==> src/rtl/mod_audio_dac_dsp_tx.sv <==
// -----------------------------------------------------------------------------
// mod_audio_dac_dsp_tx
// Streams stereo 16-bit sample pairs to a WM8731 DAC in DSP mode B (LRP=1,
// 16-bit words, codec as slave). This block is the BCLK/DACLRC master.
//
// Frame layout (one slot = one BCLK period, data launched on BCLK fall):
//   slot 0        lrc=1, dat=L[15]
//   slots 0..15   L[15..0]
//   slots 16..31  R[15..0]
//   slots 32..    dat=0, lrc=0
//
// State table
//   state | meaning
//   IDLE  | BCLK/LRC/DAT held low, waiting for i_enable
//   RUN   | streaming frames, a new frame loads at every frame boundary
//   DRAIN | i_enable dropped, current frame finishes then back to IDLE
//
// Ports
//   i_clk, i_nrst         clock, async active-low reset
//   i_enable              start/continue streaming
//   i_sample_left/right   sample pair, passed verbatim
//   i_sample_valid        pair valid; captured when o_sample_ready is high
//   o_sample_ready        shadow register empty
//   o_underrun            1-cycle pulse when a frame loads with shadow empty
//   o_dac_bclk/lrc/dat    codec serial interface
//   o_state               debug: 0 IDLE, 1 RUN, 2 DRAIN
// -----------------------------------------------------------------------------
module mod_audio_dac_dsp_tx #(
    parameter int CLK_DIV_HALF   = 4,
    parameter int BITS_PER_FRAME = 128
) (
    input  logic        i_clk,
    input  logic        i_nrst,
    input  logic        i_enable,
    input  logic [15:0] i_sample_left,
    input  logic [15:0] i_sample_right,
    input  logic        i_sample_valid,
    output logic        o_sample_ready,
    output logic        o_underrun,
    output logic        o_dac_bclk,
    output logic        o_dac_lrc,
    output logic        o_dac_dat,
    output logic [1:0]  o_state
);

    localparam int DIV_W  = (CLK_DIV_HALF > 1) ? $clog2(CLK_DIV_HALF) : 1;
    localparam int SLOT_W = $clog2(BITS_PER_FRAME);
    localparam logic [DIV_W-1:0]  DIV_TC    = DIV_W'(CLK_DIV_HALF - 1);
    localparam logic [SLOT_W-1:0] SLOT_LAST = SLOT_W'(BITS_PER_FRAME - 1);

    typedef enum logic [1:0] {
        ST_IDLE  = 2'd0,
        ST_RUN   = 2'd1,
        ST_DRAIN = 2'd2
    } state_t;

    state_t            state_q, state_d;
    logic [DIV_W-1:0]  div_cnt_q, div_cnt_d;
    logic [SLOT_W-1:0] slot_q, slot_d;
    logic              bclk_q, bclk_d;
    logic              lrc_q, lrc_d;
    logic [31:0]       shift_q, shift_d;
    logic [31:0]       shadow_q, shadow_d;
    logic              shadow_full_q, shadow_full_d;
    logic              underrun_q, underrun_d;
    // Keeps ready low while reset is held; set on the first clock after release.
    logic              ready_en_q;

    logic tick, fall, frame_end, frame_load, accept;

    assign o_sample_ready = ready_en_q & ~shadow_full_q;
    assign accept         = i_sample_valid & o_sample_ready;
    assign tick           = (div_cnt_q == DIV_TC);
    assign fall           = tick & bclk_q;
    assign frame_end      = fall & (slot_q == SLOT_LAST);

    always_comb begin
        state_d       = state_q;
        div_cnt_d     = div_cnt_q;
        slot_d        = slot_q;
        bclk_d        = bclk_q;
        lrc_d         = lrc_q;
        shift_d       = shift_q;
        shadow_d      = shadow_q;
        shadow_full_d = shadow_full_q;
        underrun_d    = 1'b0;
        frame_load    = 1'b0;

        case (state_q)
            ST_IDLE: begin
                div_cnt_d = '0;
                slot_d    = '0;
                bclk_d    = 1'b0;
                lrc_d     = 1'b0;
                shift_d   = '0;
                if (i_enable) begin
                    state_d    = ST_RUN;
                    frame_load = 1'b1;
                end
            end
            ST_RUN, ST_DRAIN: begin
                div_cnt_d = tick ? '0 : div_cnt_q + DIV_W'(1);
                if (tick) bclk_d = ~bclk_q;
                if (fall) begin
                    slot_d  = frame_end ? '0 : slot_q + SLOT_W'(1);
                    shift_d = {shift_q[30:0], 1'b0};
                    lrc_d   = 1'b0;
                end
                if (state_q == ST_RUN && !i_enable)  state_d = ST_DRAIN;
                if (state_q == ST_DRAIN && i_enable) state_d = ST_RUN;
                if (frame_end) begin
                    if (state_q == ST_RUN || i_enable) begin
                        frame_load = 1'b1;
                    end else begin
                        // Shift register is already empty after a full frame.
                        state_d   = ST_IDLE;
                        div_cnt_d = '0;
                        bclk_d    = 1'b0;
                    end
                end
            end
            default: state_d = ST_IDLE;
        endcase

        if (frame_load) begin
            shift_d       = shadow_full_q ? shadow_q : 32'd0;
            lrc_d         = 1'b1;
            underrun_d    = ~shadow_full_q;
            shadow_full_d = 1'b0;
        end

        // Accept only when empty, so a capture in a load cycle always targets
        // the next frame; the frame loading now has already seen it empty.
        if (accept) begin
            shadow_d      = {i_sample_left, i_sample_right};
            shadow_full_d = 1'b1;
        end
    end

    always_ff @(posedge i_clk or negedge i_nrst) begin
        if (!i_nrst) begin
            state_q       <= ST_IDLE;
            div_cnt_q     <= '0;
            slot_q        <= '0;
            bclk_q        <= 1'b0;
            lrc_q         <= 1'b0;
            shift_q       <= '0;
            shadow_q      <= '0;
            shadow_full_q <= 1'b0;
            underrun_q    <= 1'b0;
            ready_en_q    <= 1'b0;
        end else begin
            state_q       <= state_d;
            div_cnt_q     <= div_cnt_d;
            slot_q        <= slot_d;
            bclk_q        <= bclk_d;
            lrc_q         <= lrc_d;
            shift_q       <= shift_d;
            shadow_q      <= shadow_d;
            shadow_full_q <= shadow_full_d;
            underrun_q    <= underrun_d;
            ready_en_q    <= 1'b1;
        end
    end

    assign o_dac_bclk = bclk_q;
    assign o_dac_lrc  = lrc_q;
    assign o_dac_dat  = shift_q[31];
    assign o_underrun = underrun_q;
    assign o_state    = state_q;

endmodule

==> config.mk <==
export PLATFORM = sky130hd
export DESIGN_NAME = mod_audio_dac_dsp_tx
export DESIGN_NICKNAME = d
export VERILOG_FILES = /design/src/rtl/mod_audio_dac_dsp_tx.sv
export SDC_FILE = /design/constraint.sdc
export NUM_CORES = 1
export LEC_CHECK = 0
export BUFFER_PORTS_ARGS = -buffer_cell sky130_fd_sc_hd__buf_2
export CAP_MARGIN = 20
export CORE_ASPECT_RATIO = 0.9
export CORE_MARGIN = 2
export CORE_UTILIZATION = 60
export DETAILED_ROUTE_END_ITERATION = 12
export GPL_TIMING_DRIVEN = 0
export PLACE_DENSITY = 0.86
export SLEW_MARGIN = 20
export SYNTH_ARGS = -nofsm -noshare
export SYNTH_HDL_FRONTEND = slang
export SYNTH_SLANG_ARGS = --single-unit
==> constraint.sdc <==
create_clock -name i_clk -period 5.8 [get_ports i_clk]
set_clock_uncertainty 0.15 [all_clocks]
set_input_delay 0.87 -clock i_clk [delete_from_list [all_inputs] [get_ports i_clk]]
set_output_delay 0.87 -clock i_clk [all_outputs]
set_load 0.05 [all_outputs]
**Word level (Yosys, flattened, before mapping)**

Index checks and enable logic that the tools add are counted.

- Register bits after elaboration: 80
- Bits of input ports: 36
- Output and inout port bits: 7
- Logic and storage cells: 67

- $add $sub $neg: 2
- Equal/unequal tests: 7
- Multiplexer cells: 31
- Bitwise gates (word level): 6
- Reductions and logical operators: 11

Operator list:

| cell | number |
|---|---|
| $mux W32 | 3 |
| $pmux W32 S2 | 1 |
| $mux W2 | 8 |
| $mux W7 | 2 |
| $pmux W7 S2 | 1 |
| $mux W1 | 11 |
| $pmux W2 S2 | 2 |
| $add A7 B1 Y7 const B | 1 |
| $eq A7 B7 Y1 const B | 1 |
| $pmux W1 S2 | 3 |
| $and A1 B1 Y1 | 4 |
| $eq A2 B2 Y1 const B | 2 |
| $ne A2 B2 Y1 const B | 2 |
| $reduce_and A2 Y1 | 2 |
| $reduce_bool A2 Y1 | 2 |
| $ne A3 B3 Y1 const B | 1 |
| $reduce_bool A3 Y1 | 1 |
| $add A2 B1 Y2 const B | 1 |
| $eq A2 B1 Y1 const B | 1 |
| $logic_and A1 B1 Y1 | 2 |
| $logic_not A2 Y1 | 1 |
| $not A1 Y1 | 2 |
| $reduce_or A2 Y1 | 1 |
| $logic_not A1 Y1 | 1 |
| $logic_or A1 B1 Y1 | 1 |

**Longest topological paths before layout**

Gate-level depths: netlist of the first run.

- Depth after elaboration: 7
- Mapped depth: 7

**Least setup slack after synthesis of the first run**

No wires, ideal clock.

- Path type: register to register
- From: register state_q[0], in the netlist o_state[0]
- To: register shift_q[10]
- Setup time: 0.126 ns
- Data arrival time: 2.168 ns
- Setup slack: 3.356 ns
- Cell stages (with the launch flop): 8
- Buffers on the path: 2
- Path through: dfrtp_1 -> inv_1 -> ha_1 -> and2_1 -> buf_2 -> clkbuf_1 -> nor3b_1 -> a221o_1

- Longest elaborated chain between the ends: 7

RTL lines:

| item | RTL line | source |
|---|---|---|
| start, declared | 57 | `state_t state_q, state_d;` |
| start signal, assigned | 153 | `state_q <= state_d;` |
| $eq A2 B1 Y1 | 89, 112 |  |
| $logic_or A1 B1 Y1 | 112 | `if (state_q == ST_RUN \|\| i_enable) begin` |
| $mux W1 | 112 |  |
| $mux W1 | 111 | `if (frame_end) begin` |
| $pmux W1 S2 | 89 | `case (state_q)` |
| $ne A3 B3 Y1 (no source line) / $reduce_bool A3 Y1 (equally long branches) | - |  |
| $reduce_and A2 Y1 (no source line) | - |  |
| end signal, assigned | 158 | `shift_q <= shift_d;` |
| end, declared | 62 | `logic [31:0] shift_q, shift_d;` |

Several ways; a longest one is shown, not always the timed one.
A chain may end at the register's enable or synchronous reset.

**Worst setup path in the final report of the first run**

- From: register state_q[1], in the netlist o_state[1]
- To: register shift_q[7]

The elaborated chain is that of the path after synthesis.

==> results of run 1 <==
cells in the final DEF, fill, tap and decap left out, types with 2 or more instances in the layout:
cell type / count
a32o_1: 2
nand3_1: 2
buf_6: 3
mux2_1: 29
a22o_1: 2
nor2_1: 11
clkinv_2: 2
nor3b_1: 30
a221o_1: 31
ha_1: 7
a21oi_1: 3
nor2b_1: 3
mux2_2: 3
mux2i_1: 2
and2_1: 2
nand2_1: 14
dfrtp_1: 80
buf_2: 48
nand4b_1: 2
clkbuf_1: 6
clkbuf_8: 12
o21ai_0: 3
o21ai_1: 8
inv_1: 4
area by class of cell:
cell class / instances / share of cell area (%)
plain buffers: 18 / 2.446
clock inverters: 4 / 0.6420
inverters: 5 / 0.4586
repair buffers: 42 / 5.747
flip-flops and latches: 80 / 48.91
multi-input cells: 176 / 35.62
well taps: 70 / 2.140
clock buffers: 12 / 4.035
worst max-delay path: cells and delay by family (launching register included):
kind                       cells  cell delay (ps)
AOI/OAI and AO/OA              1              290
buffers and inverters          3              770
and+or+nand+nor                2              320
adders and majority gates      1              460
DFF                            1              450
flip-flops by register name, indices dropped and copies added, names as in the netlist:
name           count
slot_q             7
shift_q           32
div_cnt_q          2
shadow_full_q      1
ready_en_q         1
o_underrun         1
o_state            2
shadow_q          32
o_dac_lrc          1
o_dac_bclk         1
worst max path at each step:
stage,from,end,cells after the start
floorplan,o_state[0]$_DFFE_PN0P_,shift_q[10]$_DFFE_PN0P_,7
global placement,i_nrst,shadow_q[16]$_DFFE_PN0P_,1
detailed placement,i_enable,shift_q[9]$_DFFE_PN0P_,6
CTS,o_state[1]$_DFFE_PN0P_,shift_q[29]$_DFFE_PN0P_,7
global route,o_state[1]$_DFFE_PN0P_,shift_q[7]$_DFFE_PN0P_,7
finish,o_state[1]$_DFFE_PN0P_,shift_q[7]$_DFFE_PN0P_,7
per-stage QoR:
stage	hold slack [ps]	power, uW	area, sq um	utilization [%]
final	290.5	1970	4093	71.48
after global routing	296.2	2100	4093	71.48
after CTS	286.8	1979	4093	71.48
after detailed placement	315.2	1583	3901	68.14
after global placement	307.3	1534	3871	67.61
after floorplan	305.2	1398	3578	-
cell families (layout without fill, tap and decap cells):
| family | count (synthesis) | count (layout) | share of synthesized area (%) |
|---|---|---|---|
| buffers and inverters | 23 | 81 | 3.321 |
| XOR/XNOR | 2 | 2 | 0.4896 |
| flip-flops | 80 | 80 | 55.94 |
| AO/OA/AOI/OAI | 59 | 59 | 14.51 |
| AND/OR/NAND/NOR | 73 | 73 | 12.55 |
| multiplexers | 34 | 34 | 10.63 |
| other | 1 | 1 | 0.1048 |
| adder cells (fa/ha/maj) | 7 | 7 | 2.447 |
power groups by stage:
stage	logic, uW	registers [uW]	clock network (uW)
2_1_floorplan	443	955	0
3_3_place_gp	600	934	0
3_5_place_dp	636	946	0
4_1_cts	641	940	398
5_1_grt	704	971	426
6_report	637	943	389
metal layers:
layer	global-route usage, %	routed length, um	vias up
li1	-	-	1155
met1	32.61	3210	1287
met2	36.56	3447	74
met3	8.504	330	14
met4	6.032	96	0
met5	0	0	-
==> summary.md, run 1 <==
| Metric | Value |
|---|---|
| Outcome | `completed` |
| Post-CTS Setup Bufs | `0` |
| R2R depth | `7` |
| Synth warnings | `0` |
| WL final | `7085 um` |
| Gpl congestion | `0.8512` |
| Logic pwr share | `32.4%` |
| Reg2reg end | `shift_q[7]$_DFFE_PN0P_` |
| Root Buffer | `clkbuf_8` |
| N_diodes | `0` |
| DRC Markers | `0` |
| Leakage | `0.001886 uW` |
| Pre-antenna DRT Iters | `4` |
| Multi-input gate area | `1458 sq um` |
| Worst vdd ir | `0.2603 mV` |
| Worst path slowest cell | `ha_1` |
| Fmax | `391.0 MHz` |
| CTS Buf Count | `9` |
| Die Y | `77.27 um` |
| ANT nets after route | `0` |
| Clock Path Buffers | `2` |
| Final Non-Filler Cells | `407` |
| Post-synthesis cell area | `3578 sq um` |
| Wire length per cell | `17.41 um` |
| Cell count after placement | `391` |
| Worst EP arrival | `2640 ps` |
| Net Sw Frac | `34.94%` |
| Critical Path, Cell by Cell | `inv_1, ha_1, and2_1, buf_2, clkbuf_1, nor3b_1, a221o_1` |
| Initial antenna violation count | `0` |
| Pins Over Slew Limit | `0` |
| Syn Area/Cell | `12.83 sq um` |
| Most numerous cell in the Yosys netlist | `dfrtp_1` |
| Synth top cells by count | `80 x dfrtp_1, 31 x a221o_1, 30 x nor3b_1` |
| Die X | `85.41 um` |
| R2R Path Start | `o_state[1]$_DFFE_PN0P_` |
| Int Pwr | `1282 uW` |
| Data required time at the worst endpoint | `5890 ps` |
| RSZ-0062 raised after global routing | `no` |
| Tightest Hold Check Type | `primary input to async pin` |
| Starting Density | `62.50%` |
| Top_reg_cell synth | `dfrtp_1` |
| Post-synth ARST share | `100.0%` |
| Reg area | `2002 sq um` |
| GR Overflow Total | `0` |
| CTS tree | `yes` |
| Post-synthesis register bit count | `80` |
| Cell Pwr Density | `481.3 nW/um^2` |
| Final period utilization | `44.10%` |
| Area of the die | `6599 sq um` |
| Top Ports | `43` |
| Largest net degree at the start of global routing | `53` |
| Post-synth top area share | `55.94%` |
| Fillers | `402` |
| Post-synth top area cell | `dfrtp_1` |
| Net Count, Synth | `322` |
| Post-route minimum period | `2558 ps` |
| Final Setup Violations | `0` |
| Vias in the first global route | `2516` |
| Flop2flop setup slack | `3240 ps` |
| Hpwl dp | `4865 um` |
| Global-route wire length before repair | `12280 um` |
| Max Fanout on Critical Path | `10` |
| Vias | `2530` |
| Vias per inst | `6.216` |
| Clk_lat worst skew | `350 ps` |
| Hold buffers post-CTS | `0` |
| Seq pwr share | `47.9%` |
| Worst-path clk slew | `80 ps` |
| Cell variety after synth | `46` |
| Worst rel slew slack | `63.00%` |
| Final Hold Vio Count | `0` |
| TritonCTS Sinks | `80` |
| IO buf count | `41` |
| Psw | `688.3 uW` |
| Nets@finish | `375` |
| Initial DRC Count | `232` |
| Fin Setup TNS | `0 ps` |
| Worst setup SP type | `flip-flop` |
| Mapped Cells | `279` |
| Placement row count | `26` |
| Core ar. | `5725 sq um` |
| Max Cap Violations | `0` |
| Clk pwr share | `19.8%` |
| H-tree depth | `3` |
| GRT Util Overall | `23.85%` |
| EDFF count, synth | `0` |
| Gates resized, CTS repair | `0` |
| Layout area overhead | `14.37%` |
| Crit. End Element | `flip-flop` |
| CP Class | `flip-flop to flip-flop` |
| Setup slack after layout | `3242 ps` |
| CP peak stage delay | `460 ps` |
| Worst slew pin tran | `555.0 ps` |
| Seq/Total Area, Yosys | `55.94%` |
| Synth top area cells | `dfrtp_1 56%, mux2_1 9.1%, a221o_1 8.7%, nor3b_1 6.3%, ha_1 2.4%` |
| Fraction of layout instances using a drive strength above 1 | `23.74%` |
| Worst slack at placement | `3223 ps` |
No activity file was read; power rests on OpenSTA's default activity.
==> run 2: changes to the inputs <==
CORE_UTILIZATION = 57   (was 60)
PLACE_DENSITY = 0.82   (was 0.86)
clock period = 2.55 ns   (was 5.8 ns; I/O delays follow)
==> summary.md, run 2 (synthesized netlist as in run 1, its figures left out) <==
| Metric | Value |
|---|---|
| Outcome | `completed` |
| Fmax | `413.6 MHz` |
| Reg2reg end | `shift_q[9]$_DFFE_PN0P_` |
| Hold path endpoint | `shadow_q[15]$_DFFE_PN0P_` |
| ANT nets after route | `0` |
| DRC Markers | `0` |
| Final period utilization | `94.81%` |
| Wire length per cell | `16.65 um` |
| Vias per inst | `6.024` |
| Die Y | `79.17 um` |
| Data required time at the worst endpoint | `2680 ps` |
| Max Fanout on Critical Path | `10` |
| GRT Util Overall | `21.41%` |
| Crit. End Element | `flip-flop` |
| Initial DRC Count | `198` |
| Clock Path Buffers | `2` |
| Vias in the first global route | `2419` |
| Critical Path, Cell by Cell | `inv_1, ha_1, nand2_2, or3_4, o31ai_4, buf_6, a221o_1` |
| Worst path slowest cell | `ha_1` |
| Layout area overhead | `15.38%` |
| Area of the die | `6929 sq um` |
| Placement row count | `27` |
| Gpl congestion | `0.7914` |
| IO buf count | `41` |
| Root Buffer | `clkbuf_8` |
| Fin Setup TNS | `0 ps` |
| R2R Path Start | `o_state[0]$_DFFE_PN0P_` |
| Die X | `87.52 um` |
| Core ar. | `6081 sq um` |
| Cell Pwr Density | `1106 nW/um^2` |
| Hold path start | `i_sample_right[15]` |
| Global-route wire length before repair | `11400 um` |
| Cell count after placement | `393` |
| Final Non-Filler Cells | `410` |
| Fillers | `463` |
| CP Class | `flip-flop to flip-flop` |
| Post-CTS Setup Bufs | `0` |
| Worst EP arrival | `2550 ps` |
| Vias | `2470` |
| Initial antenna violation count | `0` |
| Worst hold slack | `93.79 ps` |
| Biggest regs | `shadow_q: 32 flops, shift_q: 32 flops, slot_q: 7 flops` |
| CP peak stage delay | `460 ps` |
| Max Cap Violations | `0` |
| CTS tree | `yes` |
| Clk_lat worst skew | `350 ps` |
| Leakage | `0.001914 uW` |
| N_diodes | `0` |
| H-tree depth | `3` |
| Pre-antenna DRT Iters | `4` |
| Nets@finish | `376` |
| Most frequent cells in the layout | `80 x dfrtp_1, 48 x buf_2, 31 x a221o_1` |
| Worst vdd ir | `0.5995 mV` |
| Hpwl dp | `4661 um` |
| Tightest Hold Check Type | `primary input to flip-flop` |
| Post-route minimum period | `2418 ps` |
| Top cell family by delay on the critical path | `simple AND/OR/NAND/NOR gates` |
| Critical path buffers and inverters | `2` |
| Flop2flop setup slack | `130 ps` |
| Fraction of layout instances using a drive strength above 1 | `24.56%` |
| GR Overflow Total | `0` |
| R2R depth | `7` |
| Worst-path clk slew | `80 ps` |
| Final Hold Vio Count | `0` |
| WL final | `6827 um` |
| Pins Over Slew Limit | `0` |
| Starting Density | `58.85%` |
| CTS Buf Count | `9` |
| Final Setup Violations | `0` |
| Top Ports | `43` |
| Worst setup SP type | `flip-flop` |
| Worst slack at placement | `110.0 ps` |
| RSZ-0062 raised after global routing | `yes` |
| Largest net degree at the start of global routing | `42` |
| Worst slew pin tran | `589.6 ps` |
| Worst rel slew slack | `60.69%` |
| Setup slack after layout | `132.2 ps` |
| TritonCTS Sinks | `80` |
| Hold Path Stages | `2` |
| Commonest non-fill, non-tap cell in the layout | `dfrtp_1` |
## run 2: changes by cell type in the layout (fill, tap and decap cells not counted), sizes merged
| cell | before | now |
|---|---|---|
| inv | 6 | 5 |
| clkinvlp | 1 | 0 |
| dlygate4sd3 | 0 | 1 |
| clkinv | 2 | 1 |
| clkbuf | 18 | 20 |
| bufinv | 0 | 1 |
## run 2: worst max path at each step
stage | startpoint | to | slack (ps) | depth (start not counted)
6_report | o_state[0]$_DFFE_PN0P_ | shift_q[9]$_DFFE_PN0P_ | 130 | 7
3_3_place_gp | o_state[1]$_DFFE_PN0P_ | shift_q[25]$_DFFE_PN0P_ | 140 | 7
3_5_place_dp | o_state[1]$_DFFE_PN0P_ | shift_q[17]$_DFFE_PN0P_ | 110 | 7
2_1_floorplan | o_state[0]$_DFFE_PN0P_ | shift_q[10]$_DFFE_PN0P_ | 110 | 7
5_1_grt | o_state[0]$_DFFE_PN0P_ | shift_q[13]$_DFFE_PN0P_ | -2 | 6
4_1_cts | o_state[1]$_DFFE_PN0P_ | shift_q[9]$_DFFE_PN0P_ | 60 | 7
## run 2: final cells by class
type                       instances  area, sq um  share of cell area [%]
buffer                            18        105.1                   2.545
clock buffer                      14        182.7                   4.424
clock inverter                     2        35.03                  0.8485
inverter                           5        18.77                  0.4545
multi-input combinational        176         1458                   35.30
sequential                        80         2002                   48.48
tap                               72        90.09                   2.182
timing repair buffer              43        237.7                   5.758
## run 2: metrics by stage
step | cell area, sq um | power [uW] | util (%)
3_3_place_gp | 3874 | 3499 | 63.70
5_1_grt | 4129 | 4852 | 67.90
3_5_place_dp | 3896 | 3582 | 64.07
2_1_floorplan | 3578 | 3179 | -
6_report | 4129 | 4566 | 67.90
4_1_cts | 4124 | 4593 | 67.82
## run 2: repair_timing
item	CTS	global route
hold endpoints to repair	39	0
setup endpoints to repair	0	24
hold buffers	1	0
gates resized for setup	0	8
## run 2: layer usage
metal	share of wire, %	track usage [%]	up-vias
met5	0	0	-
met4	1.1	6.462	0
li1	-	-	1155
met1	46	29.57	1239
met2	48	33.03	67
met3	4.7	6.133	9
## run 2: worst register-to-register path: cells and delay by family (launching register included)
family | cells | cell delay (ps)
simple gates | 2 | 510
fa+ha+maj | 1 | 460
compound gates | 2 | 460
flops | 1 | 450
buf+inv | 2 | 310
## run 2: power breakdown
group          switching (uW)  internal [uW]  leakage (uW)
Sequential                327           1810       0.00102
Combinational             761            668      0.000780
Clock                     437            559      0.000113
Total                    1520           3040       0.00191
